**config.mk**
```make
export PLATFORM = sky130hd
export DESIGN_NAME = confirm_input_ctrl
export DESIGN_NICKNAME = d
export VERILOG_FILES = /design/src/rtl/confirm_input_ctrl_pkg.sv /design/src/rtl/confirm_input_ctrl_sync_2ff.sv /design/src/rtl/confirm_input_ctrl.sv
export SDC_FILE = /design/constraint.sdc
export NUM_CORES = 1
export LEC_CHECK = 0
export CORE_ASPECT_RATIO = 1.4
export CORE_MARGIN = 1
export CORE_UTILIZATION = 43
export DETAILED_ROUTE_END_ITERATION = 10
export PLACE_DENSITY = 0.75
export SETUP_SLACK_MARGIN = 0.3
export SLEW_MARGIN = 20
export SYNTH_ARGS = -nofsm -noshare
export SYNTH_HDL_FRONTEND = slang
export SYNTH_SLANG_ARGS = --single-unit
```
**constraint.sdc**
```tcl
create_clock -name clk -period 2.1 [get_ports clk]
set_input_delay 0.525 -clock clk [delete_from_list [all_inputs] [get_ports clk]]
set_output_delay 0.525 -clock clk [all_outputs]
set_load 0.05 [all_outputs]
```
**src/rtl/confirm_input_ctrl_pkg.sv**
```systemverilog
`timescale 1ns/1ps
`default_nettype none
// ============================================================================
//  Module      : confirm_input_ctrl_pkg
//  Description : Shared IO constants and the confirm-button FSM encoding.
//  Revision    : 1.0 - initial release
// ============================================================================
package confirm_input_ctrl_pkg;

    // CPU IO load addresses decoded by the switch IO block
    localparam logic [31:0] IO_ADDR_CONFIRM = 32'hFFFF_FF00;
    localparam logic [31:0] IO_ADDR_SW0     = 32'hFFFF_FFF1;
    localparam logic [31:0] IO_ADDR_SW1     = 32'hFFFF_FFF3;
    localparam logic [31:0] IO_ADDR_SW2     = 32'hFFFF_FFF5;
    localparam logic [31:0] IO_ADDR_SW3     = 32'hFFFF_FFF7;
    localparam logic [31:0] IO_ADDR_SW4     = 32'hFFFF_FFF9;

    // Debounce FSM encoding
    typedef enum logic [2:0] {
        ST_IDLE       = 3'd0,
        ST_DB_PRESS   = 3'd1,
        ST_PRESSED    = 3'd2,
        ST_HELD       = 3'd3,
        ST_DB_RELEASE = 3'd4
    } state_e;

endpackage : confirm_input_ctrl_pkg
`default_nettype wire

```
**src/rtl/confirm_input_ctrl_sync_2ff.sv**
```systemverilog
`timescale 1ns/1ps
`default_nettype none
// ============================================================================
//  Module      : sync_2ff
//  Description : Two-flop synchronizer for asynchronous inputs, WIDTH bits.
//  Revision    : 1.0 - initial release
// ============================================================================
module sync_2ff #(
    parameter int WIDTH = 1
) (
    input  logic             clk,
    input  logic             rst,
    input  logic [WIDTH-1:0] d_i,
    output logic [WIDTH-1:0] q_o
);

    logic [WIDTH-1:0] meta_q;
    logic [WIDTH-1:0] sync_q;

    // Two-stage capture; first stage may go metastable, second resolves it
    always_ff @(posedge clk or negedge rst) begin
        if (!rst) begin
            meta_q <= '0;
            sync_q <= '0;
        end else begin
            meta_q <= d_i;
            sync_q <= meta_q;
        end
    end

    assign q_o = sync_q;

endmodule : sync_2ff
`default_nettype wire

```
**src/rtl/confirm_input_ctrl.sv**
```systemverilog
`timescale 1ns/1ps
`default_nettype none
// ============================================================================
//  Module      : confirm_input_ctrl
//  Description : Synchronizes and debounces the confirm button, snapshots
//                the switch bank on each accepted press and keeps a
//                read-to-clear confirmation flag plus an overrun flag.
//  Revision    : 1.0 - initial release
// ============================================================================
module confirm_input_ctrl
    import confirm_input_ctrl_pkg::*;
#(
    parameter int          DEBOUNCE_CYCLES = 500000,
    parameter logic [31:0] CONFIRM_ADDR    = IO_ADDR_CONFIRM
) (
    input  logic        clk,
    input  logic        rst,
    input  logic        buttonRaw,
    input  logic [15:0] switchRaw,
    input  logic        ioRead,
    input  logic [31:0] address,
    output logic        confirmation,
    output logic [15:0] switchLatched,
    output logic        overrun,
    output logic        btnState
);

    localparam int             CNT_W   = $clog2(DEBOUNCE_CYCLES);
    localparam logic [CNT_W-1:0] CNT_MAX = CNT_W'(DEBOUNCE_CYCLES - 1);

    logic        btn_s;
    logic [15:0] sw_s;

    state_e           state_q, state_d;
    logic [CNT_W-1:0] cnt_q, cnt_d;
    logic             accept;
    logic             clr;

    logic        conf_q, conf_d;
    logic        ovr_q, ovr_d;
    logic [15:0] latch_q, latch_d;

    sync_2ff #(.WIDTH(1)) u_sync_btn (
        .clk (clk),
        .rst (rst),
        .d_i (buttonRaw),
        .q_o (btn_s)
    );

    sync_2ff #(.WIDTH(16)) u_sync_sw (
        .clk (clk),
        .rst (rst),
        .d_i (switchRaw),
        .q_o (sw_s)
    );

    // FSM state and debounce counter registers
    always_ff @(posedge clk or negedge rst) begin
        if (!rst) begin
            state_q <= ST_IDLE;
            cnt_q   <= '0;
        end else begin
            state_q <= state_d;
            cnt_q   <= cnt_d;
        end
    end

    // Debounce FSM: a level must hold DEBOUNCE_CYCLES cycles to be accepted
    always_comb begin
        state_d = state_q;
        cnt_d   = cnt_q;
        accept  = 1'b0;
        case (state_q)
            ST_IDLE: begin
                cnt_d = '0;
                if (btn_s) state_d = ST_DB_PRESS;
            end
            ST_DB_PRESS: begin
                if (!btn_s) begin
                    state_d = ST_IDLE;
                    cnt_d   = '0;
                end else if (cnt_q == CNT_MAX) begin
                    state_d = ST_PRESSED;
                    cnt_d   = '0;
                end else begin
                    cnt_d = cnt_q + CNT_W'(1);
                end
            end
            ST_PRESSED: begin
                accept  = 1'b1;
                cnt_d   = '0;
                state_d = ST_HELD;
            end
            ST_HELD: begin
                cnt_d = '0;
                if (!btn_s) state_d = ST_DB_RELEASE;
            end
            ST_DB_RELEASE: begin
                if (btn_s) begin
                    state_d = ST_HELD;
                    cnt_d   = '0;
                end else if (cnt_q == CNT_MAX) begin
                    state_d = ST_IDLE;
                    cnt_d   = '0;
                end else begin
                    cnt_d = cnt_q + CNT_W'(1);
                end
            end
            default: begin
                state_d = ST_IDLE;
                cnt_d   = '0;
            end
        endcase
    end

    assign clr = ioRead && (address == CONFIRM_ADDR);

    // Flag update: a new accept wins over a same-cycle clear
    always_comb begin
        conf_d  = conf_q;
        ovr_d   = ovr_q;
        latch_d = latch_q;
        if (clr) begin
            conf_d = 1'b0;
            ovr_d  = 1'b0;
        end
        if (accept) begin
            latch_d = sw_s;
            conf_d  = 1'b1;
            if (conf_q && !clr) ovr_d = 1'b1;
        end
    end

    // Sticky flags and switch snapshot registers
    always_ff @(posedge clk or negedge rst) begin
        if (!rst) begin
            conf_q  <= 1'b0;
            ovr_q   <= 1'b0;
            latch_q <= 16'h0000;
        end else begin
            conf_q  <= conf_d;
            ovr_q   <= ovr_d;
            latch_q <= latch_d;
        end
    end

    assign confirmation  = conf_q;
    assign overrun       = ovr_q;
    assign switchLatched = latch_q;
    // Debounced level is high from the accept cycle until release is confirmed
    assign btnState      = (state_q == ST_PRESSED) || (state_q == ST_HELD) ||
                           (state_q == ST_DB_RELEASE);

endmodule : confirm_input_ctrl
`default_nettype wire

```
==> flow_metrics.tcl, run 1 <==
set metrics [dict create \
    outcome "completed" \
    path_cells "or4b_1 -> or4_4 -> o21bai_4 -> buf_4 -> a21oi_1" \
    routed_wl_mm 5.696 \
    grt_antenna_before_repair 0 \
    grt_use_total 0.1864 \
    cp_top_family "simple AND/OR/NAND/NOR gates" \
    yosys_warnings 0 \
    antenna_left 0 \
    slowest_delay_ns 0.55 \
    cap_violations 0 \
    clockBufferDepth 2 \
    hpwl_mm 4.178 \
    grt_pass1_wl_mm 9.597 \
    syn_area_mm2 0.002765 \
    required_ns 2.32 \
    cts-root-buf "clkbuf_8" \
    finalHoldViolCount 0 \
    area_delta_synth_final_pct 43.76 \
    syn_avg_cell_area_um2 13.36 \
    hp-class "input pin to async pin" \
    power.leakage_nw 1.774 \
    grt_start_max_net_pins 42 \
    grt_pass1_vias 2078 \
    final.setup_skew_ns 0.006417 \
    crit_path_end_kind "register" \
    slew_viol_final 0 \
    drc_errors 0 \
    synth_common_cells "dfrtp_1, nor2_1, mux2_2, nand2_1, nand3_1" \
    postSynth.asyncResetShare 1.000 \
    die_y_um 96.88 \
    fin_crit_sh 0.9227 \
    syn_nets 260 \
    worst_pin_slew_ns 0.5037 \
    setup_violations 0 \
    drtIter0Drc 65 \
    crit_buf_inv 1 \
    nets 359 \
    peakVddDrop_v 0.0003985 \
    grt_overflow 0 \
    cts_htree_levels 3 \
    antennaDiodeCount 0 \
    cts_tree "yes" \
    synth-seq-cells 74 \
    wl_per_cell_um 14.91 \
    path_class "register to register" \
    power_mw 2.968 \
    floorplan.core_area_mm2 0.006211 \
    synth_edf_count 0 \
    fin_crit_ns 1.938 \
    seq_area_frac_synth 0.6697 \
    cp_slowest_cell "or4_4" \
    synth_top_area_frac 0.6697 \
    fin_ws_ns 0.1623 \
    rsz0062_at_grt "true" \
    place_ws_ns 0.1108 \
    dpl_cell_area_mm2 0.003650 \
    fin_setup_tns_ns 0 \
    num_vias 1962 \
    avgViaCountPerCell 5.136 \
    finalNonFillerCells 382 \
    rows 34 \
    fin_area_mm2 0.003975 \
    clkSinkCount 74 \
    firstDrtPassIters 4 \
    ios 71 \
    portBuffers 70 \
    path_clk_slew_ns 0.07 \
    yosysMostFrequentCell "dfrtp_1" \
    crit_fanout 5 \
    numCtsBuffers 9 \
    netlist_top_cells_area "dfrtp_1, mux2_2, nor2_1" \
    syn_inst 207 \
    ys_types 37 \
    clkLatencyLatePin_ns 0.33 \
    start_util 0.4452 \
    gp_congestion 0.7843 \
    relSlewSlack 0.6642 \
    fmax_ghz 0.5161 \
    dp_cells 359 \
    die_x_um 69.78 \
    ctsHoldBuffers 0 \
    post_route_cells_drive_above_1_share 0.2290 \
    die_area_mm2 0.006760 \
    synth_top_area_cell "dfrtp_1" \
    worstPathArrival_ns 2.15 \
    startpoint_type "register" \
    synth_flop_cell "dfrtp_1" \
    power_density_mw_per_mm2 746.6 \
]
## cell type report
| type | count | area (um2) |
|---|---|---|
| clock buffers | 11 | 151.4 |
| clock inverters | 4 | 98.84 |
| fillers | 476 | 2236 |
| inverters | 2 | 7.507 |
| multi-input cells | 129 | 915.9 |
| flip-flops and latches | 74 | 1856 |
| well taps | 72 | 90.09 |
| repair buffers | 90 | 855.8 |
## final timing paths
| check | start | endpoint | slack, ns | cells past startpoint |
|---|---|---|---|---|
| max in group asynchronous | rst | u_sync_sw.meta_q[4] | 1.39 | 2 |
| max reg2reg | cnt_q[10] | cnt_q[13] | 0.16 | 5 |
| min | rst | u_sync_sw.meta_q[11] | 0.16 | 1 |
| min reg2reg | u_sync_sw.meta_q[4] | u_sync_sw.q_o[4] | 0.35 | 0 |
| max | cnt_q[10] | cnt_q[13] | 0.16 | 5 |
| min in group clk | u_sync_sw.meta_q[4] | u_sync_sw.q_o[4] | 0.35 | 0 |
## worst reg2reg max path, delay by kind of cell (launching register included)
| family | cells | cell delay (ns) |
|---|---|---|
| simple gates | 2 | 1.07 |
| flops | 1 | 0.40 |
| compound gates | 2 | 0.20 |
| buf+inv | 1 | 0.16 |
## stage by stage
step                hold WS (ns)    util
floorplan                 0.2294       -
global placement          0.3321  0.5876
detailed placement        0.3362  0.5876
CTS                       0.1604  0.6378
global route              0.1831  0.6400
finish                    0.1592  0.6400
## timing repair
action                                 CTS  global route
endpoints found under the hold margin    0             0
gates cloned                             0             0
resized for setup                       28             4
buffers inserted                         7             1
setup endpoints to repair               39            24
pin swaps                                4             3
## layer usage
metal  up-vias  wire, um  part of all wire  track usage
met2        66      3212              0.56       0.3388
met4         0       112             0.020      0.08308
met3         8       365             0.064      0.05313
met1       956      2005              0.35       0.1953
li1        932         -                 -            -
met5         -         0                 0            0
## cell usage in the layout (no fill, tap or decap), drive strengths merged, types with 8 or more instances in the layout
cell and n:
dfrtp 74, clkdlybuf4s50 50, buf 22, nor2 19
mux2 16, dlygate4sd2 15, nand2 13, clkbuf 11
nand3 9, nand4 9, xnor2 8
## registers in the layout, summed over array words and instances (netlist names)
signal,flops
confirmation,1
cnt_q,19
switchLatched,16
u_sync_btn.meta_q,1
u_sync_btn.q_o,1
u_sync_sw.meta_q,16
state_q,3
u_sync_sw.q_o,16
overrun,1
## cells by family after synthesis
logic type / synth area share
AO/OA/AOI/OAI: 0.04434
XOR/XNOR: 0.04118
buffers and inverters: 0.008596
multiplexers: 0.06516
AND/OR/NAND/NOR: 0.1665
flip-flops: 0.6697
adder cells (fa/ha/maj): 0.004524
## report_power, final
part / leakage [nW] / internal (mW) / total [mW] / switching [mW]
Clock: 0.126 / 0.849 / 1.32 / 0.475
Combinational: 0.706 / 0.107 / 0.166 / 0.0593
Sequential: 0.942 / 1.46 / 1.48 / 0.0152
No activity file was read; power rests on OpenSTA's default activity.
==> inputs of run 2 (changes only) <==
--- a/config.mk
+++ b/config.mk
@@ -7,9 +7,10 @@
 export LEC_CHECK = 0
 export CORE_ASPECT_RATIO = 1.4
 export CORE_MARGIN = 1
-export CORE_UTILIZATION = 43
+export CORE_UTILIZATION = 45
+export CTS_BUF_LIST = sky130_fd_sc_hd__clkbuf_8
 export DETAILED_ROUTE_END_ITERATION = 10
-export PLACE_DENSITY = 0.75
+export PLACE_DENSITY = 0.78
 export SETUP_SLACK_MARGIN = 0.3
 export SLEW_MARGIN = 20
 export SYNTH_ARGS = -nofsm -noshare
==> flow_metrics.tcl, run 2 (same netlist as run 1, synthesis figures left out) <==
set metrics [dict create \
    portBuffers 70 \
    grt_antenna_before_repair 0 \
    post_route_cells_drive_above_1_share 0.2468 \
    cap_violations 0 \
    final.setup_skew_ns 0.007576 \
    antenna_left 0 \
    die_area_mm2 0.006467 \
    grt_overflow 0 \
    rsz0062_at_grt "true" \
    cts_htree_levels 3 \
    nets 357 \
    start_util 0.4683 \
    num-fill-cells 450 \
    clockBufferDepth 2 \
    slew_viol_final 0 \
    drtIter0Drc 126 \
    fmax_ghz 0.5151 \
    hpwl_mm 4.038 \
    worst_pin_slew_ns 0.5063 \
    layout_common_cells "dfrtp_1, clkdlybuf4s50_1, mux2_2, buf_4, nor2_1" \
    required_ns 2.32 \
    clkSinkCount 74 \
    firstDrtPassIters 4 \
    power_density_mw_per_mm2 678.9 \
    routed_wl_mm 5.529 \
    drc_errors 0 \
    cts-root-buf "clkbuf_8" \
    largest-register "cnt_q" \
    crit_path_end_kind "register" \
    antennaDiodeCount 0 \
    fin_crit_sh 0.9245 \
    rows 33 \
    crit_fanout 10 \
    floorplan.core_area_mm2 0.005904 \
    area_delta_synth_final_pct 41.95 \
    setup_violations 0 \
    die_y_um 94.75 \
    numCtsBuffers 9 \
    path_class "register to register" \
    startpoint_type "register" \
    peakVddDrop_v 0.0004277 \
    grt_start_max_net_pins 49 \
    path_clk_slew_ns 0.07 \
    relSlewSlack 0.6638 \
    final_common_cell "dfrtp_1" \
    ios 71 \
    crit_start "cnt_q[12]" \
    wl_per_cell_um 14.63 \
    worstReg2RegStart "cnt_q[12]" \
    power.leakage_nw 1.713 \
    ctsHoldBuffers 0 \
    finalHoldViolCount 0 \
    fin_crit_ns 1.941 \
    num_vias 1976 \
    avgViaCountPerCell 5.228 \
    clkLatencyLatePin_ns 0.34 \
    hp-class "input pin to async pin" \
    grt_use_total 0.1893 \
    grt_pass1_vias 1891 \
    grt_pass1_wl_mm 8.528 \
    largest_reg_flops 19 \
    fin_setup_tns_ns 0 \
    die_x_um 68.25 \
    final_util 0.6648 \
    outcome "completed" \
    gp_congestion 0.8896 \
    worstPathArrival_ns 2.16 \
    cts_tree "yes" \
]
[run 2: cell type report]
class	count	area [um2]	share of cell area
Timing Repair Buffer	88	844.6	0.2152
Clock buffer	9	123.9	0.03156
Sequential cell	74	1856	0.4727
Inverter	2	7.507	0.001913
Tap cell	70	87.58	0.02231
Multi-Input combinational cell	129	945.9	0.2410
Clock inverter	6	60.06	0.01530
[run 2: per-stage QoR]
step / hold WS [ns] / power (mW) / area [um2] / setup slack, ns / std cells
2_1_floorplan: 0.2294 / 1.523 / 2765 / 0.1416 / 207
3_3_place_gp: 0.3317 / 1.657 / 3642 / 0.1368 / 356
3_5_place_dp: 0.3347 / 1.663 / 3642 / 0.09604 / 356
4_1_cts: 0.09257 / 2.693 / 3874 / 0.1624 / 374
5_1_grt: 0.09884 / 2.793 / 3925 / 0.1120 / 378
6_report: 0.09693 / 2.665 / 3925 / 0.1586 / 378
[run 2: final timing paths]
check | to | slack, ns | cells past startpoint
worst max-delay path | cnt_q[12] | 0.16 | 5
worst min-delay path | cnt_q[17] | 0.1 | 1
worst max register to register | cnt_q[12] | 0.16 | 5
worst min register to register | u_sync_sw.q_o[10] | 0.35 | 0
max in group asynchronous | state_q[2] | 1.43 | 2
min in group clk | u_sync_sw.q_o[10] | 0.35 | 0
[run 2: critical path, cell delays in order (launching register included)]
cell	delay, ns
dfrtp_1	0.38
or4b_4	0.53
or4_4	0.56
o21bai_4	0.15
buf_6	0.15
nor2_1	0.06
[run 2: power by group]
group | switching [mW] | total (mW) | internal (mW)
Combinational | 0.0599 | 0.165 | 0.105
Clock | 0.489 | 1.02 | 0.535
Sequential | 0.0145 | 1.48 | 1.46
Total | 0.564 | 2.66 | 2.10
[run 2: timing repair]
| item | CTS | global route |
|---|---|---|
| pin swaps | 5 | 4 |
| cloned | 0 | 0 |
| endpoints found under the setup margin | 39 | 32 |
| gates resized for setup | 31 | 19 |
| setup buffers | 3 | 4 |
[run 2: metal layers]
metal,global-route usage,part of all wire,vias to the layer above
met5,0,0,-
met4,0.08507,0.018,0
met3,0.07005,0.080,11
met2,0.3309,0.54,72
met1,0.1948,0.36,962
li1,-,-,931
==> inputs of run 3 (changes only) <==
--- a/config.mk
+++ b/config.mk
@@ -6,11 +6,12 @@
 export NUM_CORES = 1
 export LEC_CHECK = 0
 export CORE_ASPECT_RATIO = 1.4
-export CORE_MARGIN = 1
+export CORE_MARGIN = 2
 export CORE_UTILIZATION = 45
 export CTS_BUF_LIST = sky130_fd_sc_hd__clkbuf_8
 export DETAILED_ROUTE_END_ITERATION = 10
 export PLACE_DENSITY = 0.78
+export RECOVER_POWER = 25
 export SETUP_SLACK_MARGIN = 0.3
 export SLEW_MARGIN = 20
 export SYNTH_ARGS = -nofsm -noshare
==> flow_metrics.tcl, run 3 (same netlist as run 1, synthesis figures left out) <==
set metrics [dict create \
    outcome "completed" \
    rsz0062_at_grt "true" \
    cts_htree_levels 3 \
    grt_overflow 0 \
    required_ns 2.32 \
    floorplan.core_area_mm2 0.005904 \
    relSlewSlack 0.3498 \
    cap_violations 0 \
    crit_fanout 7 \
    ctsHoldBuffers 0 \
    clockBufferDepth 2 \
    setup_violations 0 \
    hp-class "input pin to async pin" \
    ios 71 \
    nets 356 \
    final_common_cell "dfrtp_1" \
    avgViaCountPerCell 5.294 \
    clkSinkCount 74 \
    die_area_mm2 0.006797 \
    path_class "register to register" \
    post_route_cells_drive_above_1_share 0.2313 \
    numCtsBuffers 9 \
    area_delta_synth_final_pct 41.36 \
    final_util 0.6620 \
    peakVddDrop_v 0.0006422 \
    portBuffers 70 \
    hpwl_mm 4.036 \
    start_util 0.4683 \
    finalNonFillerCells 377 \
    clkLatencyLatePin_ns 0.34 \
    grt_pass1_wl_mm 9.418 \
    fin_crit_ns 1.967 \
    drc_errors 0 \
    rows 33 \
    num_vias 1996 \
    power_mw 2.695 \
    dp_cells 354 \
    startpoint_type "register" \
    power_density_mw_per_mm2 689.5 \
    fmax_ghz 0.5083 \
    largest-register "cnt_q" \
    grt_use_total 0.1800 \
    finalHoldViolCount 0 \
    fin_crit_sh 0.9368 \
    firstDrtPassIters 4 \
    grt_start_max_net_pins 41 \
    cts-root-buf "clkbuf_8" \
    slew_viol_final 0 \
    die_y_um 96.75 \
    cts_tree "yes" \
    largest_reg_flops 19 \
    final.setup_skew_ns 0.007320 \
    worstPathArrival_ns 2.18 \
    fin_setup_tns_ns 0 \
    die_x_um 70.25 \
    worst_pin_slew_ns 0.9753 \
    layout_common_cells "dfrtp_1, clkdlybuf4s50_1, mux2_2" \
    grt_pass1_vias 2080 \
    holdWs_ns 0.3331 \
    path_clk_slew_ns 0.08 \
    drtIter0Drc 123 \
    crit_path_end_kind "register" \
    routed_wl_mm 5.632 \
    antennaDiodeCount 0 \
    antenna_left 0 \
    wl_per_cell_um 14.94 \
    gp_congestion 0.9035 \
    power.leakage_nw 1.727 \
    grt_antenna_before_repair 0 \
]
==> run 3: through the flow <==
stage | instance area (um2) | setup slack, ns
2_1_floorplan | 2765 | 0.1416
3_3_place_gp | 3627 | 0.1380
3_5_place_dp | 3627 | 0.06168
4_1_cts | 3870 | 0.1709
5_1_grt | 3909 | 0.07576
6_report | 3909 | 0.1326
==> run 3: final timing paths <==
| path | start | to | slack [ns] | cells after the start |
|---|---|---|---|---|
| hold reg to reg | u_sync_sw.meta_q[12] | u_sync_sw.q_o[12] | 0.35 | 0 |
| min in group clk | u_sync_sw.meta_q[12] | u_sync_sw.q_o[12] | 0.35 | 0 |
| setup reg to reg | cnt_q[12] | cnt_q[13] | 0.13 | 5 |
| setup / recovery | cnt_q[12] | cnt_q[13] | 0.13 | 5 |
| hold / removal | rst | cnt_q[16] | 0.33 | 1 |
| max in group asynchronous | rst | state_q[0] | 1.06 | 2 |
==> run 3: cell type report <==
cell class | count | area (um2)
flip-flops and latches | 74 | 1854
multi-input cells | 129 | 930.9
inverters | 2 | 7.507
fillers | 458 | 1996
repair buffers | 87 | 835.8
clock buffers | 10 | 137.6
clock inverters | 5 | 55.05
well taps | 70 | 87.58
==> run 3: power breakdown <==
group | internal [mW] | switching, mW
logic | 0.104 | 0.0587
registers | 1.46 | 0.0164
clock network | 0.569 | 0.485
total | 2.14 | 0.560
==> run 3: layer usage <==
layer	wire [um]	global-route usage	share of wire	up-vias
met1	2011	0.1858	0.36	976
li1	-	-	-	929
met3	486	0.07188	0.086	10
met2	3029	0.3142	0.54	81
met5	0	0	0	-
met4	105	0.08136	0.019	0
==> run 3: timing repair <==
item	CTS	global route
endpoints found under the setup margin	39	25
pin swaps	3	1
cloned	0	0
resized for setup	27	10
buffers inserted	6	2
==> run 3: worst max-delay path, cell delays in order (launching register included) <==
cell and delay [ns]:
dfrtp_1 0.39, or4b_4 0.54, or4_4 0.56, o21bai_4 0.15, buf_6 0.17, a21oi_2 0.04
